`config.mk`:
```
export PLATFORM = sky130hd
export DESIGN_NAME = spi_xfer_scheduler
export DESIGN_NICKNAME = d
export VERILOG_FILES = /design/src/rtl/spi_xfer_scheduler_pkg.sv /design/src/rtl/spi_xfer_scheduler_rr_arbiter.sv /design/src/rtl/spi_xfer_scheduler.sv
export SDC_FILE = /design/constraint.sdc
export NUM_CORES = 1
export LEC_CHECK = 0
export BUFFER_PORTS_ARGS = -buffer_cell sky130_fd_sc_hd__buf_4
export CORE_ASPECT_RATIO = 0.6
export CORE_MARGIN = 2
export CORE_UTILIZATION = 55
export CTS_BUF_LIST = sky130_fd_sc_hd__clkbuf_8
export DETAILED_ROUTE_END_ITERATION = 12
export GPL_TIMING_DRIVEN = 1
export HOLD_SLACK_MARGIN = 0.08
export PLACE_DENSITY_LB_ADDON = 0.08
export SETUP_SLACK_MARGIN = 0.3
export SLEW_MARGIN = 20
export SYNTH_ARGS = -nofsm -noshare
export SYNTH_HDL_FRONTEND = slang
export SYNTH_HIERARCHICAL = 1
export SYNTH_SLANG_ARGS = --single-unit
```
`constraint.sdc`:
```
create_clock -name clk_in -period 3.9 [get_ports clk_in]
set_clock_uncertainty 0.2 [all_clocks]
set_input_delay 0.195 -clock clk_in [delete_from_list [all_inputs] [get_ports clk_in]]
set_output_delay 0.195 -clock clk_in [all_outputs]
set_load 0.01 [all_outputs]
```
`src/rtl/spi_xfer_scheduler_pkg.sv`:
```
// Shared definitions for the SPI transfer scheduler.
//   state_e        : controller states (IDLE=0, SETUP=1, SHIFT=2, DONE=3)
//   CPOL / CPHA    : SPI mode constants (mode 0: sample on rise, shift on fall)
//   WDOG_W_DEFAULT : default watchdog counter width
package spi_xfer_scheduler_pkg;

  typedef enum logic [1:0] {
    StIdle  = 2'd0,
    StSetup = 2'd1,
    StShift = 2'd2,
    StDone  = 2'd3
  } state_e;

  localparam logic CPOL = 1'b0;
  localparam logic CPHA = 1'b0;

  localparam int unsigned WDOG_W_DEFAULT = 13;

endpackage

```
`src/rtl/spi_xfer_scheduler_rr_arbiter.sv`:
```
// Round-robin arbiter for the SPI transfer scheduler.
//   clk, rst  : clock, asynchronous active-high reset
//   req       : request vector
//   last_gnt  : index of the requester that just finished, loaded on update
//   update    : strobe that moves the round-robin pointer to last_gnt
//   winner    : one-hot winner, first set request after the pointer (wrapping)
module spi_xfer_scheduler_rr_arbiter #(
  parameter int unsigned NUM_REQ = 4
) (
  input  logic                       clk,
  input  logic                       rst,
  input  logic [NUM_REQ-1:0]         req,
  input  logic [$clog2(NUM_REQ)-1:0] last_gnt,
  input  logic                       update,
  output logic [NUM_REQ-1:0]         winner
);

  localparam int unsigned PTR_W = $clog2(NUM_REQ);

  logic [PTR_W-1:0] ptr_q;
  logic [PTR_W:0]   sum;
  logic [PTR_W-1:0] idx;
  logic             found;

  // Pointer starts at the highest index so requester 0 wins first.
  always_ff @(posedge clk or posedge rst) begin
    if (rst) begin
      ptr_q <= PTR_W'(NUM_REQ - 1);
    end else if (update) begin
      ptr_q <= last_gnt;
    end
  end

  // Scan ptr+1 .. ptr+NUM_REQ modulo NUM_REQ; the last candidate is ptr itself.
  always_comb begin
    winner = '0;
    found  = 1'b0;
    sum    = '0;
    idx    = '0;
    for (int i = 1; i <= int'(NUM_REQ); i++) begin
      sum = {1'b0, ptr_q} + (PTR_W + 1)'(i);
      if (sum >= (PTR_W + 1)'(NUM_REQ)) begin
        sum = sum - (PTR_W + 1)'(NUM_REQ);
      end
      idx = sum[PTR_W-1:0];
      if (!found && req[idx]) begin
        winner[idx] = 1'b1;
        found       = 1'b1;
      end
    end
  end

endmodule

```
`src/rtl/spi_xfer_scheduler.sv`:
```
// SPI transfer scheduler: arbitrates NUM_REQ requesters round-robin onto one
// shared SCK generator and MOSI/MISO pair, runs one CPOL=0/CPHA=0 MSB-first
// transfer per grant and returns the received word with a done pulse.
//   clk_in, rst_in            : clock, asynchronous active-high reset
//   req_in / req_*_in         : per-requester request level, TX word, divider settings
//   gnt_out                   : one-hot grant, held for the whole transfer
//   done_out / err_out        : completion pulse to the winner / watchdog abort pulse
//   rx_data_out               : received word, updated on every done
//   gen_enable_out/_sppr/_spr : control of the external sck_generator
//   gen_sck_in, sck_out       : SCK from the generator and its pass-through
//   mosi_out, miso_in         : serial data
//   cs_n_out                  : active-low chip selects
module spi_xfer_scheduler
  import spi_xfer_scheduler_pkg::*;
#(
  parameter int unsigned NUM_REQ = 4,
  parameter int unsigned DATA_W  = 8,
  parameter int unsigned WDOG_W  = WDOG_W_DEFAULT
) (
  input  logic                      clk_in,
  input  logic                      rst_in,
  input  logic [NUM_REQ-1:0]        req_in,
  input  logic [NUM_REQ*DATA_W-1:0] req_data_in,
  input  logic [NUM_REQ*3-1:0]      req_sppr_in,
  input  logic [NUM_REQ*3-1:0]      req_spr_in,
  output logic [NUM_REQ-1:0]        gnt_out,
  output logic [NUM_REQ-1:0]        done_out,
  output logic                      err_out,
  output logic [DATA_W-1:0]         rx_data_out,
  output logic                      gen_enable_out,
  output logic [2:0]                gen_sppr_out,
  output logic [2:0]                gen_spr_out,
  input  logic                      gen_sck_in,
  output logic                      sck_out,
  output logic                      mosi_out,
  input  logic                      miso_in,
  output logic [NUM_REQ-1:0]        cs_n_out
);

  localparam int unsigned PTR_W = $clog2(NUM_REQ);
  localparam int unsigned CNT_W = $clog2(DATA_W + 1);
  // Abort on the edge-free cycle that would take the counter to all ones.
  localparam logic [WDOG_W-1:0] WDOG_LAST = ~WDOG_W'(1);

  state_e              state_q;
  logic [NUM_REQ-1:0]  gnt_q;
  logic [NUM_REQ-1:0]  cs_n_q;
  logic [NUM_REQ-1:0]  done_q;
  logic                err_q;
  logic                en_q;
  logic [2:0]          sppr_q;
  logic [2:0]          spr_q;
  logic                mosi_q;
  logic [DATA_W-1:0]   rx_data_q;
  logic [DATA_W-1:0]   tx_sr_q;
  logic [DATA_W-1:0]   rx_sr_q;
  logic [CNT_W-1:0]    bit_cnt_q;
  logic [WDOG_W-1:0]   wdog_q;
  logic                sck_q;
  logic [PTR_W-1:0]    cur_idx_q;

  logic [NUM_REQ-1:0]  win_oh;
  logic [PTR_W-1:0]    win_idx;
  logic [DATA_W-1:0]   win_data;
  logic [2:0]          win_sppr;
  logic [2:0]          win_spr;
  logic                sck_rise;
  logic                sck_fall;
  logic                sample_edge;
  logic                shift_edge;
  logic                arb_update;

  assign sck_rise = gen_sck_in & ~sck_q;
  assign sck_fall = ~gen_sck_in & sck_q;
  // Modes 1/2 sample on the falling edge; mode 0 (the one in use) samples on the rise.
  assign sample_edge = (CPOL ^ CPHA) ? sck_fall : sck_rise;
  assign shift_edge  = (CPOL ^ CPHA) ? sck_rise : sck_fall;

  // Pointer moves to the finished requester as the FSM leaves DONE.
  assign arb_update = (state_q == StDone);

  spi_xfer_scheduler_rr_arbiter #(
    .NUM_REQ (NUM_REQ)
  ) u_arb (
    .clk      (clk_in),
    .rst      (rst_in),
    .req      (req_in),
    .last_gnt (cur_idx_q),
    .update   (arb_update),
    .winner   (win_oh)
  );

  always_comb begin
    win_idx  = '0;
    win_data = '0;
    win_sppr = '0;
    win_spr  = '0;
    for (int i = 0; i < int'(NUM_REQ); i++) begin
      if (win_oh[i]) begin
        win_idx  = PTR_W'(i);
        win_data = req_data_in[i*DATA_W +: DATA_W];
        win_sppr = req_sppr_in[i*3 +: 3];
        win_spr  = req_spr_in[i*3 +: 3];
      end
    end
  end

  always_ff @(posedge clk_in or posedge rst_in) begin
    if (rst_in) begin
      state_q   <= StIdle;
      gnt_q     <= '0;
      cs_n_q    <= '1;
      done_q    <= '0;
      err_q     <= 1'b0;
      en_q      <= 1'b0;
      sppr_q    <= '0;
      spr_q     <= '0;
      mosi_q    <= 1'b0;
      rx_data_q <= '0;
      tx_sr_q   <= '0;
      rx_sr_q   <= '0;
      bit_cnt_q <= '0;
      wdog_q    <= '0;
      sck_q     <= 1'b0;
      cur_idx_q <= '0;
    end else begin
      done_q <= '0;
      err_q  <= 1'b0;
      sck_q  <= gen_sck_in;
      unique case (state_q)
        StIdle: begin
          if (|req_in) begin
            gnt_q     <= win_oh;
            cs_n_q    <= ~win_oh;
            cur_idx_q <= win_idx;
            tx_sr_q   <= win_data;
            sppr_q    <= win_sppr;
            spr_q     <= win_spr;
            sck_q     <= 1'b0;
            state_q   <= StSetup;
          end
        end
        StSetup: begin
          mosi_q    <= tx_sr_q[DATA_W-1];
          bit_cnt_q <= '0;
          wdog_q    <= '0;
          rx_sr_q   <= '0;
          en_q      <= 1'b1;
          state_q   <= StShift;
        end
        StShift: begin
          if (sample_edge) begin
            rx_sr_q   <= {rx_sr_q[DATA_W-2:0], miso_in};
            bit_cnt_q <= bit_cnt_q + CNT_W'(1);
          end
          if (shift_edge) begin
            if (bit_cnt_q == CNT_W'(DATA_W)) begin
              en_q      <= 1'b0;
              done_q    <= gnt_q;
              rx_data_q <= rx_sr_q;
              state_q   <= StDone;
            end else begin
              tx_sr_q <= {tx_sr_q[DATA_W-2:0], 1'b0};
              mosi_q  <= tx_sr_q[DATA_W-2];
            end
          end
          if (sample_edge || shift_edge) begin
            wdog_q <= '0;
          end else if (wdog_q == WDOG_LAST) begin
            // SCK stalled: abort with whatever bits have arrived.
            wdog_q    <= wdog_q + WDOG_W'(1);
            en_q      <= 1'b0;
            done_q    <= gnt_q;
            err_q     <= 1'b1;
            rx_data_q <= rx_sr_q;
            state_q   <= StDone;
          end else begin
            wdog_q <= wdog_q + WDOG_W'(1);
          end
        end
        StDone: begin
          gnt_q   <= '0;
          cs_n_q  <= '1;
          mosi_q  <= 1'b0;
          state_q <= StIdle;
        end
        default: state_q <= StIdle;
      endcase
    end
  end

  assign gnt_out        = gnt_q;
  assign cs_n_out       = cs_n_q;
  assign done_out       = done_q;
  assign err_out        = err_q;
  assign gen_enable_out = en_q;
  assign gen_sppr_out   = sppr_q;
  assign gen_spr_out    = spr_q;
  assign mosi_out       = mosi_q;
  assign rx_data_out    = rx_data_q;
  assign sck_out        = gen_sck_in;

endmodule

```
==> results.tsv, run 1 <==
stage	metric	value	unit
outcome	run status	complete, no violations	
placed_design	I/O Buffers	93	
clock_tree	total clock sinks	69	
timing	RSZ-0062 raised after global routing	no	
drt	DRC	0	
synth	Seq/Total Area, Yosys	45.5	%
synth	Synth cell types	53	
grt	vias in the first global route	3442	
worst_setup_path	kind of critical path	register to register	
worst_setup_path	Critical Path Fanout Max	11	
finish	nets	586	
grt	largest net degree at the start of global routing	35	
clock_tree	H-tree lvl count	3	
drt	drt via density	6.04	
synth	average cell area after synthesis	10.4	µm²
finish	Filler cells	439	
drt	met2 wire length	4.85	mm
timing	final setup violation count	0	
drt	vias post-DR	3593	
timing	part of the cycle the worst path needs	89.8	%
hold_path	Hold WC Path Type	input pin to register	
clock_tree	clk buf depth	2	
synth	Synth Register Bits	69	
placed_design	DP HPWL	6.48	mm
grt	global-route wire length before repair	17.0	mm
grt	antenna violations before repair	0	
die	row count	23	
timing	post-route setup TNS	0	ns
synth	ys async rst share	100	%
synth	Syn Nets	450	
synth	top_reg_cell synth	dfrtp_1	
synth	Ys Warns	6	
die	die height	68.5	µm
clock_tree	CTS tree	yes	
drt	post-route antenna net violation count	0	
synth	post-synthesis cell count	367	
pwr	Switching Share	43.4	%
pwr	Peak VDD IR	0.460	mV
grt	total gr overflow	0	
drt	DR WL/cell	18.3	µm
finish	share of cells above drive strength 1	30.3	%
worst_setup_path	startpoint type of the worst setup path	register	
pwr	combinational cell fraction of total power	55.4	%
grt	Tot GR Track Use	29.3	%
timing	Worst Slack Setup Final	0.399	ns
clock_tree	clk root buf	clkbuf_8	
clock_tree	Worst-path clk slew	0.08	ns
synth	number of synthesized flops with an enable pin	0	
die	I/O pin cnt	94	
worst_setup_path	crit path max-delay cell type	dfstp_2	
flow_run	max cap viols	0	
pwr	Sw Pwr	1.59	mW
timing	f_max	286	MHz
drt	1st-iter DRT viols	309	
pwr	Seq pwr share	28.4	%
timing	Slew Viols, Final	0	
worst_setup_path	max incr delay on CP	0.61	ns
die	initial core utilization	57.1	%
die	Die ar.	7630	µm²
placed_design	Place WS	0.239	ns
worst_setup_path	CP endpoint kind	register	
worst_setup_path	Worst EP required	3.95	ns
timing	crit path time final	3.50	ns
worst_setup_path	CP most frequent cell	o21ai_1	
worst_setup_path	WP data arrival	3.55	ns
timing	worst rel slew slack	37.2	%
drt	WL met3	842	µm
die	Die X-Extent	111	µm
drt	WL final	10.9	mm
placed_design	GP Congestion	0.872	
timing	worst-margin pin slew	0.942	ns
pwr	clock share of power	16.1	%
pwr	Int Power	2.07	mW
pwr	PD cells	699	nW/µm²
pwr	Leakage	2.42	nW
drt	met1 WL	4.82	mm
drt	DR pass1 iterations	5	
die	Core Area	6680	µm²
worst_setup_path	crit path cell chain	inv_1 > ha_2 > mux4_2 > nand2_1 > o21ai_1 > a221o_1 > nor4b_2 > buf_4 > a221oi_1 > o21ai_1 > a22o_1	
timing	Final Hold Fails	0	
finish	Area growth syn-to-layout	37.6	%
drt	DR top layer	met4	
clock_tree	CTS buffer count	9	
synth	Mapped Area	3810	µm²
clock_tree	clock latency on the worst-skew pair	0.36	ns
finish	antenna cells	0	
## registers in the layout (all words and copies together), names as in the netlist, 2 cells and up
signal / cells
bit_cnt_q: 4
gen_spr_out: 3
gnt_out: 4
tx_sr_q: 8
cs_n_out: 4
cur_idx_q: 2
u_arb/ptr_q: 2
rx_sr_q: 8
gen_sppr_out: 3
wdog_q: 13
state_q: 2
rx_data_out: 8
done_out: 4
## critical path: cells and delay by family (launching register included)
family	cells	cell delay [ns]
compound gates	5	1.12
flops	1	0.61
fa+ha+maj	1	0.42
mux	1	0.40
buf+inv	2	0.34
simple gates	2	0.30
## placed cells by master (no fill, tap or decap), types with 3 or more instances in the layout
cell type / instances
a211o_1: 3
a31oi_1: 3
inv_1: 14
a221oi_2: 3
xnor2_1: 5
nand2_1: 22
o21ai_1: 8
ha_1: 18
a22o_1: 20
clkbuf_8: 9
dfrtp_1: 63
nand3b_1: 3
mux2_2: 5
mux2_4: 5
a2bb2oi_1: 4
o211ai_1: 4
nor2_1: 31
dlygate4sd3_1: 40
dfstp_2: 6
a22oi_1: 15
buf_4: 105
a221o_1: 3
a221oi_1: 8
o31ai_1: 5
nor2b_1: 12
nor4_1: 5
a21oi_1: 10
nor3_1: 9
o21a_1: 4
nand4_1: 5
nand3_1: 8
o21ai_0: 15
## synth_stat cells (all sizes together) (3+ instances only)
| cell type | count | share of area, % |
|---|---|---|
| a211o | 3 | 0.69 |
| a21oi | 10 | 1.3 |
| a221o | 4 | 1.1 |
| a221oi | 11 | 2.5 |
| a22o | 20 | 4.6 |
| a22oi | 15 | 3.0 |
| a2bb2oi | 4 | 0.92 |
| a31oi | 3 | 0.49 |
| buf | 5 | 1.1 |
| clkbuf | 15 | 1.5 |
| dfrtp | 63 | 41 |
| dfstp | 6 | 4.1 |
| ha | 19 | 6.2 |
| inv | 16 | 1.6 |
| mux2 | 10 | 3.4 |
| nand2 | 22 | 2.2 |
| nand3 | 8 | 1.1 |
| nand3b | 3 | 0.59 |
| nand4 | 6 | 1.4 |
| nor2 | 32 | 3.2 |
| nor2b | 12 | 2.0 |
| nor3 | 9 | 1.2 |
| nor4 | 6 | 1.4 |
| o211ai | 4 | 0.79 |
| o21a | 4 | 0.79 |
| o21ai | 24 | 3.3 |
| o31ai | 5 | 0.99 |
| xnor2 | 5 | 1.1 |
## what timing repair did
item,4_1_cts,5_1_grt
setup endpoints to repair,7,14
setup buffers,2,4
hold buffers,40,0
gates resized for setup,1,9
hold endpoints to repair,51,0
pin swaps,1,1
## power groups by stage
stage	clock network (mW)	logic [mW]	registers (mW)
3_5_place_dp	0	1.78	1.05
6_report	0.591	2.03	1.04
4_1_cts	0.604	1.86	1.04
3_3_place_gp	0	1.74	1.05
5_1_grt	0.634	2.21	1.06
2_1_floorplan	0	1.30	1.04
## final timing paths
path	start	end	slack [ns]	cells past startpoint
max	u_arb/ptr_q[1]	tx_sr_q[5]	0.40	11
min	req_sppr_in[6]	gen_sppr_out[0]	0.1	4
max reg2reg	u_arb/ptr_q[1]	tx_sr_q[5]	0.40	11
min reg2reg	bit_cnt_q[3]	bit_cnt_q[3]	0.30	1
max in group asynchronous	rst_in	cs_n_out[0]	2.20	4
min in group asynchronous	rst_in	u_arb/ptr_q[1]	0.25	3
## cell type report
class                   count  area [µm²]  area share (%)
multi-input cells         262        1950            37.2
clock inverters             7        73.8            1.41
flip-flops and latches     69        1730            33.1
repair buffers            145        1190            22.7
well taps                  87         109            2.08
clock buffers               9         124            2.36
inverters                  16        63.8            1.22
## per-layer routing
metal / GRT usage [%] / vias to the layer above
li1: - / 1643
met3: 8.95 / 38
met4: 12.7 / 0
met1: 37.8 / 1735
met2: 46.9 / 177
met5: 0 / -
## logic make-up (layout without fill, tap and decap cells)
family	after synthesis	count (layout)	synth area share, %
buf+inv	36	177	4.11
compound gates	113	113	22.2
flops	69	69	45.5
simple gates	109	109	15.2
fa+ha+maj	19	19	6.24
xor+xnor	7	7	1.61
mux	14	14	5.16
## through the flow
stage	instance area, µm²	cells	hold WS [ns]	total power, mW	util (%)
2_1_floorplan	3810	367	-0.0935	2.33	-
3_3_place_gp	4570	533	0.0448	2.79	68.5
3_5_place_dp	4570	533	0.0492	2.84	68.5
4_1_cts	5190	591	0.0823	3.50	77.7
5_1_grt	5240	595	0.107	3.91	78.5
6_report	5240	595	0.0957	3.66	78.5
(Power assumes the default switching activity.)
==> inputs of run 2 (changes only) <==
--- a/config.mk
+++ b/config.mk
@@ -14,6 +14,7 @@
 export GPL_TIMING_DRIVEN = 1
 export HOLD_SLACK_MARGIN = 0.08
 export PLACE_DENSITY_LB_ADDON = 0.08
+export REMOVE_ABC_BUFFERS = 1
 export SETUP_SLACK_MARGIN = 0.3
 export SLEW_MARGIN = 20
 export SYNTH_ARGS = -nofsm -noshare
==> run 2 against run 1 <==
  * Sequential power about the same
  * Combinational power down 2%
  * Largest cell class unchanged
  * Worst hold slack worse by 0.015 ns
  * Global-route usage down 1.0 points
==> results.tsv, run 2 (synthesis results as in run 1) <==
stage	metric	value	unit
pwr	Final Power	3.56	mW
worst_setup_path	worst path bufs/invs	3	
outcome	run status	complete, no violations	
die	Die ar.	7630	µm²
worst_setup_path	R2R depth	10	
timing	Worst Slack Setup Final	0.404	ns
drt	WL final	10.4	mm
worst_setup_path	Critical Path Fanout Max	19	
clock_tree	clk buf depth	2	
worst_setup_path	r2r setup slk	0.40	ns
die	die height	68.5	µm
hold_path	Hold WC Path Type	input pin to register	
worst_setup_path	reg2reg end	gen_sppr_out[1]	
timing	crit path time final	3.50	ns
grt	Tot GR Track Use	28.3	%
finish	antenna cells	0	
timing	worst rel slew slack	43.4	%
worst_setup_path	max incr delay on CP	0.61	ns
grt	total gr overflow	0	
finish	Largest register FFs	13	
timing	final setup violation count	0	
finish	share of cells above drive strength 1	30.2	%
worst_setup_path	kind of critical path	register to register	
pwr	PD cells	684	nW/µm²
clock_tree	CTS buffer count	9	
finish	nets	585	
die	Die X-Extent	111	µm
timing	Final Hold Fails	0	
finish	commonest non-fill, non-tap cell in the layout	buf_4	
clock_tree	clk root buf	clkbuf_8	
placed_design	I/O Buffers	93	
pwr	Leakage	2.39	nW
finish	Top reg by flops	wdog_q	
drt	1st-iter DRT viols	199	
pwr	Peak VDD IR	0.428	mV
worst_setup_path	delay-heaviest family, CP	compound AO/OA/AOI/OAI gates	
worst_setup_path	reg2reg start	u_arb/ptr_q[1]	
placed_design	DP HPWL	6.75	mm
timing	part of the cycle the worst path needs	89.6	%
clock_tree	Worst-path clk slew	0.07	ns
clock_tree	total clock sinks	69	
die	row count	23	
drt	drt via density	5.89	
finish	most frequent cells in the layout	buf_4, dfrtp_1, dlygate4sd3_1	
timing	post-route setup TNS	0	ns
finish	Final Util	77.8	%
clock_tree	H-tree lvl count	3	
grt	largest net degree at the start of global routing	51	
worst_setup_path	Worst EP required	3.98	ns
grt	antenna violations before repair	0	
worst_setup_path	startpoint type of the worst setup path	register	
drt	post-route antenna net violation count	0	
die	initial core utilization	57.1	%
timing	f_max	286	MHz
flow_run	max cap viols	0	
hold_path	hold path start	req_data_in[12]	
die	I/O pin cnt	94	
drt	vias post-DR	3499	
grt	vias in the first global route	3352	
placed_design	Place WS	0.247	ns
worst_setup_path	crit path cell chain	inv_1 > ha_2 > or3b_1 > a311oi_4 > a221o_1 > buf_4 > buf_4 > a221oi_1 > a211o_1 > a31oi_1	
die	Core Area	6680	µm²
drt	DRC	0	
drt	DR WL/cell	17.5	µm
hold_path	worst hold endpoint	tx_sr_q[4]	
worst_setup_path	CP endpoint kind	register	
timing	Slew Viols, Final	0	
grt	global-route wire length before repair	16.4	mm
hold_path	hold depth	4	
clock_tree	CTS tree	yes	
worst_setup_path	WP data arrival	3.58	ns
finish	Area growth syn-to-layout	36.4	%
timing	worst-margin pin slew	0.849	ns
drt	DR pass1 iterations	5	
timing	RSZ-0062 raised after global routing	no	
worst_setup_path	crit path max-delay cell type	dfstp_2	
worst_setup_path	CP most frequent cell	buf_4	
placed_design	GP Congestion	0.831	
clock_tree	clock latency on the worst-skew pair	0.36	ns
-- run 2: cell types whose count changed in the layout (fill, tap and decap cells not counted), moves of 2 or more --
cell | before | now
a221oi_2 | 3 | 1
o21ai_0 | 15 | 18
o21ai_1 | 8 | 5
dlygate4sd3_1 | 40 | 38
a221oi_1 | 8 | 10
-- run 2: metrics by stage --
stage	std cells	area (µm²)	hold slack, ns
detailed placement	533	4570	0.0439
global route	594	5190	0.105
floorplan	347	3710	-0.0935
global placement	533	4570	0.0427
CTS	587	5130	0.0835
finish	594	5190	0.0806
-- run 2: area by class of cell --
type	count	area [µm²]
multi-input cells	262	1940
flip-flops and latches	69	1730
fillers	438	1480
repair buffers	144	1180
clock buffers	9	124
well taps	87	109
inverters	16	65.1
clock inverters	7	51.3
-- run 2: worst max path at each step --
stage,startpoint,end,slack (ns),cells after the start
after detailed placement,u_arb/ptr_q[0],tx_sr_q[4],0.25,10
after global placement,u_arb/ptr_q[0],tx_sr_q[5],0.42,10
after global routing,u_arb/ptr_q[1],tx_sr_q[1],0.32,10
after floorplan,u_arb/ptr_q[0],gen_sppr_out[0],-0.12,10
final,u_arb/ptr_q[1],gen_sppr_out[1],0.40,10
after CTS,u_arb/ptr_q[0],tx_sr_q[4],0.30,10
-- run 2: worst register-to-register path, stage by stage, from the launching register on --
cell	delay (ns)
dfstp_2	0.61
inv_1	0.17
ha_2	0.34
or3b_1	0.42
a311oi_4	0.38
a221o_1	0.35
buf_4	0.15
buf_4	0.23
a221oi_1	0.10
a211o_1	0.29
a31oi_1	0.16
-- run 2: repair_timing --
item	CTS	global route
resized for setup	1	4
buffers inserted	0	7
pin swaps	0	1
setup endpoints to repair	7	14
hold buffers	38	0
hold endpoints to repair	63	0
-- run 2: per-layer routing --
metal / track usage (%) / up-vias / wire, µm
met3: 8.59 / 17 / 757
li1: - / 1645 / -
met2: 44.8 / 148 / 4810
met1: 36.7 / 1689 / 4630
met4: 12.3 / 0 / 166
met5: 0 / - / 0
-- run 2: power by group --
group	internal (mW)	switching [mW]
sequential	0.903	0.132
combinational	0.858	1.14
clock	0.232	0.295
